$ cat src/rtl/pipe_pkg.sv
// pipe_pkg: shared encodings and helpers for the MEM pipeline stage.
// Access sizes, MEM FSM state encodings, the EX/MEM register layout
// and the store-lane helper functions.
package pipe_pkg;

    localparam logic [1:0] SZ_BYTE = 2'd0;
    localparam logic [1:0] SZ_HALF = 2'd1;
    localparam logic [1:0] SZ_WORD = 2'd2;

    localparam logic [0:0] S_IDLE   = 1'b0;
    localparam logic [0:0] S_ACCESS = 1'b1;

    typedef struct packed {
        logic        valid;
        logic        regwr;
        logic [4:0]  rw;
        logic [31:0] alu;
        logic [31:0] stdata;
        logic        memrd;
        logic        memwr;
        logic [1:0]  size;
        logic        sgn;
        logic [1:0]  fpoint;
        logic [31:0] delayslot2;
        logic        jal;
    } exmem_t;

    // Byte enables for an access; low address bits below the access size are ignored.
    function automatic logic [3:0] store_be(input logic [1:0] size, input logic [1:0] a);
        logic [3:0] be;
        case (size)
            SZ_BYTE: be = 4'b0001 << a;
            SZ_HALF: be = a[1] ? 4'b1100 : 4'b0011;
            default: be = 4'b1111;
        endcase
        return be;
    endfunction

    // Store data replicated onto every lane the size can occupy.
    function automatic logic [31:0] store_wdata(input logic [1:0] size, input logic [31:0] d);
        logic [31:0] w;
        case (size)
            SZ_BYTE: w = {4{d[7:0]}};
            SZ_HALF: w = {2{d[15:0]}};
            default: w = d;
        endcase
        return w;
    endfunction

    // Natural-alignment violation for half/word accesses.
    function automatic logic is_misaligned(input logic [1:0] size, input logic [1:0] a);
        logic m;
        case (size)
            SZ_BYTE: m = 1'b0;
            SZ_HALF: m = a[0];
            default: m = (a != 2'b00);
        endcase
        return m;
    endfunction

endpackage

$ cat src/rtl/mem_access_stage_if.sv
// mem_access_stage_if: data-memory req/ack bus between the MEM stage
// (master) and the data memory (slave).
interface mem_access_stage_if;
    logic        dmem_req;
    logic        dmem_we;
    logic [31:0] dmem_addr;
    logic [3:0]  dmem_be;
    logic [31:0] dmem_wdata;
    logic        dmem_ack;
    logic [31:0] dmem_rdata;

    modport master (
        output dmem_req, dmem_we, dmem_addr, dmem_be, dmem_wdata,
        input  dmem_ack, dmem_rdata
    );

    modport slave (
        input  dmem_req, dmem_we, dmem_addr, dmem_be, dmem_wdata,
        output dmem_ack, dmem_rdata
    );
endinterface

$ cat src/rtl/load_align.sv
// load_align: selects the addressed lane of a read word and zero- or
// sign-extends it to 32 bits. Purely combinational.
module load_align
    import pipe_pkg::*;
(
    input  logic [1:0]  size_i,
    input  logic        signed_i,
    input  logic [1:0]  addr_i,
    input  logic [31:0] rdata_i,
    output logic [31:0] data_o
);

    logic [7:0]  byte_s;
    logic [15:0] half_s;

    // Lane selection and extension of the loaded value
    always_comb begin
        byte_s = 8'h00;
        half_s = 16'h0000;
        data_o = 32'h0000_0000;
        case (addr_i)
            2'd0:    byte_s = rdata_i[7:0];
            2'd1:    byte_s = rdata_i[15:8];
            2'd2:    byte_s = rdata_i[23:16];
            default: byte_s = rdata_i[31:24];
        endcase
        if (addr_i[1]) begin
            half_s = rdata_i[31:16];
        end else begin
            half_s = rdata_i[15:0];
        end
        case (size_i)
            SZ_BYTE: data_o = {{24{signed_i & byte_s[7]}}, byte_s};
            SZ_HALF: data_o = {{16{signed_i & half_s[15]}}, half_s};
            default: data_o = rdata_i;
        endcase
    end

endmodule

$ cat src/rtl/mem_access_stage.sv
// mem_access_stage: MEM stage of the 5-stage pipeline. Holds the EX/MEM
// register, sequences data-memory accesses over a req/ack bus with an ack
// timeout, steers store lanes and aligns load data for write-back.
// Build option MEM_MISALIGN_TRAP_EN: misaligned half/word accesses raise
// mem_fault and become bubbles instead of being force-aligned.
module mem_access_stage
    import pipe_pkg::*;
#(
    parameter int ACK_TIMEOUT = 16,
    parameter int TO_W        = 5
) (
    input  logic        clk,
    input  logic        reset,
    input  logic        ex_valid,
    input  logic        ex_regwr,
    input  logic [4:0]  ex_rw,
    input  logic [31:0] ex_alu,
    input  logic [31:0] ex_stdata,
    input  logic        ex_memrd,
    input  logic        ex_memwr,
    input  logic [1:0]  ex_size,
    input  logic        ex_signed,
    input  logic [1:0]  ex_fpoint,
    input  logic [31:0] ex_delayslot2,
    input  logic        ex_jal,
    output logic        mem_stall,
    mem_access_stage_if.master dmem,
    output logic        mem_fault,
    output logic        regwritein,
    output logic [4:0]  rwin,
    output logic [31:0] busWin,
    output logic [1:0]  fpointin,
    output logic [31:0] delayslot2in,
    output logic        jalin
);

    // Last counter value before the access is abandoned.
    localparam logic [TO_W-1:0] TO_LAST = TO_W'(ACK_TIMEOUT - 1);

    exmem_t          ex_s;
    exmem_t          exmem_d;
    exmem_t          exmem_q;
    logic [0:0]      state_d;
    logic [0:0]      state_q;
    logic [TO_W-1:0] cnt_d;
    logic [TO_W-1:0] cnt_q;

    logic        is_mem_ex_s;
    logic        is_mem_q_s;
    logic        trap_ex_s;
    logic        trap_q_s;
    logic        access_s;
    logic        ack_s;
    logic        timeout_s;
    logic        stall_s;
    logic        fault_s;
    logic [31:0] load_data_s;

    assign ex_s = '{valid:      ex_valid,
                    regwr:      ex_regwr,
                    rw:         ex_rw,
                    alu:        ex_alu,
                    stdata:     ex_stdata,
                    memrd:      ex_memrd,
                    memwr:      ex_memwr,
                    size:       ex_size,
                    sgn:        ex_signed,
                    fpoint:     ex_fpoint,
                    delayslot2: ex_delayslot2,
                    jal:        ex_jal};

    assign is_mem_ex_s = ex_valid & (ex_memrd | ex_memwr);
    assign is_mem_q_s  = exmem_q.valid & (exmem_q.memrd | exmem_q.memwr);

`ifdef MEM_MISALIGN_TRAP_EN
    assign trap_ex_s = is_mem_ex_s & is_misaligned(ex_size, ex_alu[1:0]);
    assign trap_q_s  = is_mem_q_s & is_misaligned(exmem_q.size, exmem_q.alu[1:0]);
`else
    assign trap_ex_s = 1'b0;
    assign trap_q_s  = 1'b0;
`endif

    // The FSM enters ACCESS on the same edge that latches the memory op,
    // so the request is up in the first cycle the op sits in EX/MEM.
    assign access_s  = (state_q == S_ACCESS);
    assign ack_s     = access_s & dmem.dmem_ack;
    assign timeout_s = access_s & ~dmem.dmem_ack & (cnt_q == TO_LAST);
    assign stall_s   = access_s & ~ack_s & ~timeout_s;
    assign fault_s   = timeout_s | trap_q_s;

    assign mem_stall = stall_s;
    assign mem_fault = fault_s;

    load_align u_load_align (
        .size_i   (exmem_q.size),
        .signed_i (exmem_q.sgn),
        .addr_i   (exmem_q.alu[1:0]),
        .rdata_i  (dmem.dmem_rdata),
        .data_o   (load_data_s)
    );

    // EX/MEM next value: hold while stalled, otherwise take the EX stage
    always_comb begin
        exmem_d = exmem_q;
        if (stall_s) begin
            exmem_d = exmem_q;
        end else begin
            exmem_d = ex_s;
        end
    end

    // FSM next state: stay in ACCESS while waiting, re-enter for a back-to-back op
    always_comb begin
        state_d = S_IDLE;
        case (state_q)
            S_IDLE: begin
                if (is_mem_ex_s & ~trap_ex_s) begin
                    state_d = S_ACCESS;
                end else begin
                    state_d = S_IDLE;
                end
            end
            S_ACCESS: begin
                if (stall_s) begin
                    state_d = S_ACCESS;
                end else if (is_mem_ex_s & ~trap_ex_s) begin
                    state_d = S_ACCESS;
                end else begin
                    state_d = S_IDLE;
                end
            end
            default: state_d = S_IDLE;
        endcase
    end

    // Timeout counter: counts un-acked ACCESS cycles, cleared otherwise
    always_comb begin
        cnt_d = {TO_W{1'b0}};
        if (stall_s) begin
            cnt_d = cnt_q + {{(TO_W-1){1'b0}}, 1'b1};
        end else begin
            cnt_d = {TO_W{1'b0}};
        end
    end

    // State registers with synchronous reset
    always_ff @(posedge clk) begin
        if (reset) begin
            exmem_q <= '0;
            state_q <= S_IDLE;
            cnt_q   <= {TO_W{1'b0}};
        end else begin
            exmem_q <= exmem_d;
            state_q <= state_d;
            cnt_q   <= cnt_d;
        end
    end

    // Data-memory bus drive, stable for the whole access
    always_comb begin
        dmem.dmem_req   = access_s;
        dmem.dmem_we    = access_s & exmem_q.memwr;
        dmem.dmem_addr  = 32'h0000_0000;
        dmem.dmem_be    = 4'b0000;
        dmem.dmem_wdata = 32'h0000_0000;
        if (access_s) begin
            dmem.dmem_addr = {exmem_q.alu[31:2], 2'b00};
            dmem.dmem_be   = store_be(exmem_q.size, exmem_q.alu[1:0]);
            if (exmem_q.memwr) begin
                dmem.dmem_wdata = store_wdata(exmem_q.size, exmem_q.stdata);
            end else begin
                dmem.dmem_wdata = 32'h0000_0000;
            end
        end else begin
            dmem.dmem_addr  = 32'h0000_0000;
            dmem.dmem_be    = 4'b0000;
            dmem.dmem_wdata = 32'h0000_0000;
        end
    end

    // Write-back outputs: bubble unless a valid op completes this cycle
    always_comb begin
        regwritein   = 1'b0;
        rwin         = 5'd0;
        busWin       = 32'h0000_0000;
        fpointin     = 2'd0;
        delayslot2in = 32'h0000_0000;
        jalin        = 1'b0;
        if (exmem_q.valid & ~stall_s & ~fault_s) begin
            regwritein   = exmem_q.regwr;
            rwin         = exmem_q.rw;
            busWin       = exmem_q.memrd ? load_data_s : exmem_q.alu;
            fpointin     = exmem_q.fpoint;
            delayslot2in = exmem_q.delayslot2;
            jalin        = exmem_q.jal;
        end else begin
            regwritein   = 1'b0;
            rwin         = 5'd0;
            busWin       = 32'h0000_0000;
            fpointin     = 2'd0;
            delayslot2in = 32'h0000_0000;
            jalin        = 1'b0;
        end
    end

endmodule
$ cat src/flat_wrapper.sv
// flat-port wrapper written by rule: the top's interface ports become plain ports
module mem_access_stage_flat import pipe_pkg::*;
#(
    parameter int ACK_TIMEOUT = 16,
    parameter int TO_W        = 5
)
  (clk, reset, ex_valid, ex_regwr, ex_rw, ex_alu, ex_stdata, ex_memrd, ex_memwr, ex_size, ex_signed, ex_fpoint, ex_delayslot2, ex_jal, mem_stall, mem_fault, regwritein, rwin, busWin, fpointin, delayslot2in, jalin, dmem_dmem_req, dmem_dmem_we, dmem_dmem_addr, dmem_dmem_be, dmem_dmem_wdata, dmem_dmem_ack, dmem_dmem_rdata);
  mem_access_stage_if dmem_i ();
  input  logic clk;
  input  logic reset;
  input  logic ex_valid;
  input  logic ex_regwr;
  input  logic [4:0] ex_rw;
  input  logic [31:0] ex_alu;
  input  logic [31:0] ex_stdata;
  input  logic ex_memrd;
  input  logic ex_memwr;
  input  logic [1:0] ex_size;
  input  logic ex_signed;
  input  logic [1:0] ex_fpoint;
  input  logic [31:0] ex_delayslot2;
  input  logic ex_jal;
  output logic mem_stall;
  output logic mem_fault;
  output logic regwritein;
  output logic [4:0] rwin;
  output logic [31:0] busWin;
  output logic [1:0] fpointin;
  output logic [31:0] delayslot2in;
  output logic jalin;
  output wire logic [$bits(dmem_i.dmem_req)-1:0] dmem_dmem_req;
  output wire logic [$bits(dmem_i.dmem_we)-1:0] dmem_dmem_we;
  output wire logic [$bits(dmem_i.dmem_addr)-1:0] dmem_dmem_addr;
  output wire logic [$bits(dmem_i.dmem_be)-1:0] dmem_dmem_be;
  output wire logic [$bits(dmem_i.dmem_wdata)-1:0] dmem_dmem_wdata;
  input wire logic [$bits(dmem_i.dmem_ack)-1:0] dmem_dmem_ack;
  input wire logic [$bits(dmem_i.dmem_rdata)-1:0] dmem_dmem_rdata;
  assign dmem_dmem_req = dmem_i.dmem_req;
  assign dmem_dmem_we = dmem_i.dmem_we;
  assign dmem_dmem_addr = dmem_i.dmem_addr;
  assign dmem_dmem_be = dmem_i.dmem_be;
  assign dmem_dmem_wdata = dmem_i.dmem_wdata;
  assign dmem_i.dmem_ack = dmem_dmem_ack;
  assign dmem_i.dmem_rdata = dmem_dmem_rdata;
  mem_access_stage #(.ACK_TIMEOUT(ACK_TIMEOUT), .TO_W(TO_W)) u_core (.clk(clk), .reset(reset), .ex_valid(ex_valid), .ex_regwr(ex_regwr), .ex_rw(ex_rw), .ex_alu(ex_alu), .ex_stdata(ex_stdata), .ex_memrd(ex_memrd), .ex_memwr(ex_memwr), .ex_size(ex_size), .ex_signed(ex_signed), .ex_fpoint(ex_fpoint), .ex_delayslot2(ex_delayslot2), .ex_jal(ex_jal), .mem_stall(mem_stall), .dmem(dmem_i), .mem_fault(mem_fault), .regwritein(regwritein), .rwin(rwin), .busWin(busWin), .fpointin(fpointin), .delayslot2in(delayslot2in), .jalin(jalin));
endmodule
$ cat config.mk
export PLATFORM = sky130hd
export DESIGN_NAME = mem_access_stage_flat
export DESIGN_NICKNAME = d
export VERILOG_FILES = /design/src/rtl/pipe_pkg.sv /design/src/rtl/mem_access_stage_if.sv /design/src/rtl/load_align.sv /design/src/rtl/mem_access_stage.sv /design/src/flat_wrapper.sv
export SDC_FILE = /design/constraint.sdc
export NUM_CORES = 1
export LEC_CHECK = 0
export CAP_MARGIN = 10
export CORE_AREA = 5 5 85 165
export CTS_BUF_LIST = sky130_fd_sc_hd__clkbuf_16
export CTS_CLUSTER_SIZE = 16
export DETAILED_ROUTE_END_ITERATION = 16
export DIE_AREA = 0 0 90 170
export DONT_BUFFER_PORTS = 1
export PLACE_DENSITY = 0.62
export SLEW_MARGIN = 20
export SYNTH_ARGS = -nofsm -noshare
export SYNTH_HDL_FRONTEND = slang
export SYNTH_SLANG_ARGS = --single-unit
export TNS_END_PERCENT = 20
$ cat constraint.sdc
create_clock -name clk -period 2.2 [get_ports clk]
set_clock_uncertainty 0.05 [all_clocks]
set_input_delay 0.33 -clock clk [delete_from_list [all_inputs] [get_ports clk]]
set_output_delay 0.33 -clock clk [all_outputs]
set_load 0.03 [all_outputs]
==> impl_metrics.ini, run 1 <==
[run_status]
status = finished with violations
violations = negative hold slack, negative setup slack

[global_route]
grt_pass1_vias = 6093
antenna_found_initial = 1
grt_pass1_wl_um = 32550
track_usage_pct = 26.60
grt_overflow = 0
grt_max_degree = 118

[critical_path]
start_kind = register
crit_type = register to output port
cp.arrival_ns = 1.94
cp_cell_sequence = or3_4 > nor2_4 > o2111ai_4 > clkbuf_16 > o21ai_2 > buf_6
cp-end-kind = output port
slowest_stage = or3_4
critPathMaxFanout = 8
cpPeakStageDelay_ns = 0.43
required_ns = 1.82

[routing]
drt_iter0_markers = 390
wire_per_inst_um = 20.54
postRouteAntennaNets = 0
viasPerCell = 5.863
firstDrtPassIters = 5
vias = 6133
route.detailed.drc = 0
routed_wl_um = 21480

[clock_network]
cts_max_level = 4
cts.path.max_buffers = 2
cts.reportedPaths.clkPinSlew_ns = 0.05
ctsRootBufferMaster = clkbuf_16
cts_buffers = 17
clk_latency_ns = 0.40
cts.sinks = 117
postCtsHoldBufs = 4
cts_tree = yes

[power_and_ir_drop]
p_per_area_nw_per_um2 = 771.2
leakage_nw = 3.449
p_clk_share_pct = 46.6
power_frac_seq_pct = 39.0
comb_power_share_pct = 14.4
switching_share_pct = 26.49
p_sw_w = 0.001598
intPower_w = 0.004434
peakVddDrop_mv = 0.6117

[synthesis]
synth_area_um2 = 5972
yosys_warnings = 0
yosysSeqAreaShare_pct = 39.22
ys.flop_type = dfxtp_1
synth_cell_types = 43
synthCells = 824
syn_avg_cell_area_um2 = 7.248
async_flop_share_pct = 0
synth-seq-cells = 117
synth_edf_count = 0

[sta]
rsz0062_at_grt = yes
setup_viol_count_final = 31
hold_ws_ns = -0.04830
period_needed_ns = 2.321
finalHoldViolations = 30
finalMaxSlewViolations = 0
layout_setup_ws_ns = -0.1209
fmax_mhz = 430.9
fin_tns_setup_ns = -2.613
min_period_over_period_pct = 105.5

[placed_design]
place_hpwl_um = 15560
place.gp.congestion = 0.8848
pre_cts_slack_ns = -0.07493
port_buffers = 0

[floorplan]
start_util_pct = 47.57
die-area_um2 = 15300
fp-row-count = 58
boundaryPins = 291
core_area_um2 = 12550
die-width_um = 90
dieHeight_um = 170

[cells_and_area]
fin_util_pct = 62.30
fillers = 1093
drive_gt1_share_pct = 23.02
fin_nets = 1031
area_delta_synth_final_pct = 30.97

[hold_path]
hold_path.class = primary input to register

[run]
cap_violations = 0
-- kinds of logic (layout without fill, tap and decap cells) --
kind of cell	after synthesis	count (layout)	synth area share, %
flops	117	117	39.22
xor+xnor	2	2	0.2934
simple gates	384	384	28.56
compound gates	209	209	20.03
buf+inv	84	154	7.081
fa+ha+maj	2	2	0.4190
other cells	1	3	0.06279
mux	25	25	4.337
-- state kept, by name, summed over array words and instances (netlist names) --
name	flops
u_core.exmem_q	111
u_core.cnt_q	5
u_core.dmem.dmem_req	1
-- cells in the final DEF (no fill, tap or decap), types with 3 or more instances in the layout --
| cell type | instances |
|---|---|
| o221ai_1 | 8 |
| nand2b_1 | 3 |
| nor3_1 | 4 |
| buf_12 | 7 |
| o21ai_2 | 11 |
| clkbuf_16 | 18 |
| dlygate4sd3_1 | 4 |
| inv_1 | 7 |
| buf_4 | 74 |
| o21ai_4 | 4 |
| nor2b_1 | 3 |
| a221oi_2 | 3 |
| buf_6 | 27 |
| and3_1 | 50 |
| mux2i_1 | 16 |
| dfxtp_4 | 3 |
| a21oi_2 | 8 |
| nand2_1 | 249 |
| mux2_2 | 6 |
| clkinv_1 | 3 |
| clkinv_2 | 3 |
| o2bb2ai_2 | 6 |
| dfxtp_2 | 3 |
| dfxtp_1 | 111 |
| o21a_1 | 3 |
| nor2_1 | 28 |
| bufinv_16 | 4 |
| a22oi_1 | 15 |
| a21oi_1 | 130 |
| o21ai_0 | 9 |
| and2_1 | 32 |
-- worst max-delay path: cells and delay by family (launching register included) --
kind	cells	cell delay, ns
AOI/OAI and AO/OA	2	0.26
buffers and inverters	2	0.37
DFF	1	0.36
and+or+nand+nor	2	0.54
-- area by class of cell --
cell class,count,area (um^2),share of cell area (%)
Multi-Input combinational cell,624,3543,45.30
Clock inverter,14,168.9,2.160
Sequential cell,117,2357,30.14
Tap cell,150,187.7,2.400
Clock buffer,17,425.4,5.439
Antenna cell,1,2.502,0.03199
Inverter,7,38.79,0.4959
Timing Repair Buffer,116,1097,14.03
-- per-layer routing --
| layer | up-vias | global-route usage, % | routed length, um |
|---|---|---|---|
| li1 | 2888 | - | - |
| met3 | 52 | 9.376 | 2004 |
| met1 | 2851 | 27.17 | 7302 |
| met5 | - | 0 | 0 |
| met4 | 0 | 14.19 | 1193 |
| met2 | 342 | 47.10 | 10980 |
-- final timing paths --
kind                                          from            endpoint  slack [ns]  depth (start not counted)
worst min-delay path                         reset  u_core.exmem_q[94]       -0.05                          1
worst min register to register  u_core.exmem_q[15]  u_core.exmem_q[15]        0.39                          2
worst max register to register     u_core.cnt_q[1]  u_core.exmem_q[92]        0.25                          8
worst max-delay path            u_core.exmem_q[72]          busWin[21]       -0.12                          6
-- per-stage QoR --
step           hold slack, ns  power [W]  instance area [um^2]  instances
6_report             -0.04830   0.006032                  7821       1046
5_1_grt              -0.07432   0.006297                  7821       1046
4_1_cts              -0.06114   0.006044                  7666       1041
3_5_place_dp           0.3638   0.003156                  6631       1001
3_3_place_gp           0.3612   0.003136                  6631       1001
2_1_floorplan          0.3774   0.002974                  5976        825
-- timing repair --
action / 4_1_cts / 5_1_grt
endpoints found under the setup margin: 38 / 38
setup buffers: 4 / 4
hold endpoints to repair: 117 / 113
gates resized for setup: 101 / 24
pin swaps: 4 / 6
cloned: 1 / 0
-- cells in the mapped netlist, types with 3 or more instances --
| cell type | count | area [um^2] |
|---|---|---|
| a21oi_1 | 138 | 690.7 |
| a221oi_1 | 7 | 61.31 |
| a22oi_1 | 15 | 112.6 |
| and2_1 | 34 | 212.7 |
| and3_1 | 51 | 319.1 |
| buf_2 | 15 | 75.07 |
| buf_4 | 3 | 22.52 |
| buf_6 | 10 | 112.6 |
| clkbuf_1 | 47 | 176.4 |
| dfxtp_1 | 117 | 2342 |
| inv_1 | 6 | 22.52 |
| mux2_2 | 7 | 78.83 |
| mux2i_1 | 18 | 180.2 |
| nand2_1 | 252 | 945.9 |
| nand2b_1 | 3 | 18.77 |
| nor2_1 | 29 | 108.9 |
| nor2b_1 | 3 | 18.77 |
| nor3_1 | 4 | 20.02 |
| o21a_1 | 3 | 22.52 |
| o21ai_0 | 23 | 115.1 |
| o221ai_1 | 8 | 70.07 |
| o2bb2ai_1 | 7 | 61.31 |
-- power groups by stage --
stage | Clock [W] | Combinational [W] | Sequential (W)
CTS | 0.00286 | 0.000834 | 0.00235
finish | 0.00281 | 0.000870 | 0.00235
global route | 0.00299 | 0.000940 | 0.00236
floorplan | 0 | 0.000615 | 0.00236
detailed placement | 0 | 0.000763 | 0.00239
global placement | 0 | 0.000750 | 0.00239
(Power assumes the default switching activity.)
==> run 2, diff against run 1 <==
Settings changed: RECOVER_POWER from default to 50, SLEW_MARGIN 20 to default.
==> impl_metrics.ini, run 2 (same netlist as run 1, synthesis figures left out) <==
[sta]
finalHoldViolations = 30
layout_setup_ws_ns = -0.1209
hold_ws_ns = -0.04863
fmax_mhz = 430.9
rsz0062_at_grt = yes
tightest_slew_ns = 0.5300
fin_tns_setup_ns = -2.620
setup_viol_count_final = 33
slew_headroom_pct = 64.67
min_period_over_period_pct = 105.5
period_needed_ns = 2.321
finalMaxSlewViolations = 0

[floorplan]
start_util_pct = 47.57
core_area_um2 = 12550
die-area_um2 = 15300
fp-row-count = 58
boundaryPins = 291
dieHeight_um = 170
die-width_um = 90

[clock_network]
cts.path.max_buffers = 2
cts_tree = yes
ctsRootBufferMaster = clkbuf_16
cts_max_level = 4
cts_buffers = 17
clk_latency_ns = 0.40
cts.sinks = 117
cts.reportedPaths.clkPinSlew_ns = 0.05
postCtsHoldBufs = 4

[global_route]
grt_max_degree = 118
antenna_found_initial = 1
grt_overflow = 0
track_usage_pct = 26.60
grt_pass1_wl_um = 32550
grt_pass1_vias = 6093

[cells_and_area]
fin_util_pct = 62.00
regMostFlops = u_core.exmem_q
post_layout_nonfiller_instances = 1046
final_area_um2 = 7784
final_common_cell = nand2_1
area_delta_synth_final_pct = 30.34
fillers = 1101
register_area_um2 = 2356
largest_register_ffs = 111
drive_gt1_share_pct = 22.79
layout_common_cells = 250 x nand2_1, 130 x a21oi_1, 112 x dfxtp_1
multiInputGateArea_um2 = 3536
fin_nets = 1031

[routing]
firstDrtPassIters = 5
wl_met2_um = 11040
routed_wl_um = 21550
postRouteAntennaNets = 0
drt-met1-wl_um = 7370
highest_layer = met4
route.detailed.drc = 0
vias = 6128
viasPerCell = 5.859
drt_iter0_markers = 397
wire_per_inst_um = 20.60
wl_met3_um = 1962

[critical_path]
crit_type = register to output port
critPathMaxFanout = 8
cp.arrival_ns = 1.94
start_kind = register
cp_cell_sequence = or3_4 > nor2_4 > o2111ai_4 > clkbuf_16 > o21ai_2 > buf_6
required_ns = 1.82
cpPeakStageDelay_ns = 0.43
cp-end-kind = output port
slowest_stage = or3_4

[power_and_ir_drop]
peakVddDrop_mv = 0.6121
p_per_area_nw_per_um2 = 774.2
leakage_nw = 3.429
p_total_w = 0.006026

[run]
cap_violations = 0

[hold_path]
hold_path.class = primary input to register

[run_status]
violations = negative hold slack, negative setup slack
status = finished with violations

[placed_design]
place_inst = 1001
place_hpwl_um = 15560
port_buffers = 0
place_area_um2 = 6631
place.gp.congestion = 0.8848
## run 2: where the power goes
group	total (W)	internal [W]	leakage [nW]	switching [W]
sequential	0.00235	0.00225	0.975	0.0000976
combinational	0.000864	0.000316	2.16	0.000548
clock	0.00281	0.00186	0.293	0.000952
total	0.00603	0.00443	3.43	0.00160
## run 2: final timing paths
path	slack, ns	endpoint	startpoint	cells after the start
min	-0.05	u_core.exmem_q[94]	reset	1
max	-0.12	busWin[21]	u_core.exmem_q[72]	6
min reg2reg	0.39	u_core.exmem_q[15]	u_core.exmem_q[15]	2
max reg2reg	0.08	u_core.exmem_q[92]	u_core.cnt_q[1]	8
## run 2: critical path: cells and delay by family (launching register included)
kind,cells,cell delay [ns]
and+or+nand+nor,2,0.55
AOI/OAI and AO/OA,2,0.26
buffers and inverters,2,0.37
DFF,1,0.36
## run 2: area by class of cell
type                       count  area share (%)
sequential                   117           30.27
inverter                       7          0.4983
antenna                        1         0.03215
tap                          150           2.411
clock inverter                14           2.170
clock buffer                  17           5.465
timing repair buffer         116           13.73
multi-input combinational    624           45.43
## run 2: what timing repair did
item,in CTS,in global routing
resized for setup,101,24
hold endpoints to repair,117,113
setup buffers,4,4
cloned,1,0
setup endpoints to repair,38,38
pin swaps,4,6
## run 2: per-layer routing
metal  vias up  track usage, %
met3        48           9.376
met1      2852           27.17
li1       2885               -
met4         0           14.19
met2       343           47.10
met5         -               0
## run 2: metrics by stage
step                      setup slack (ns)  hold WS (ns)
after detailed placement          -0.07493        0.3638
after CTS                          -0.1267      -0.06114
after global routing               -0.1715      -0.07432
after global placement             0.02635        0.3612
final                              -0.1209      -0.04863
after floorplan                    0.03829        0.3774
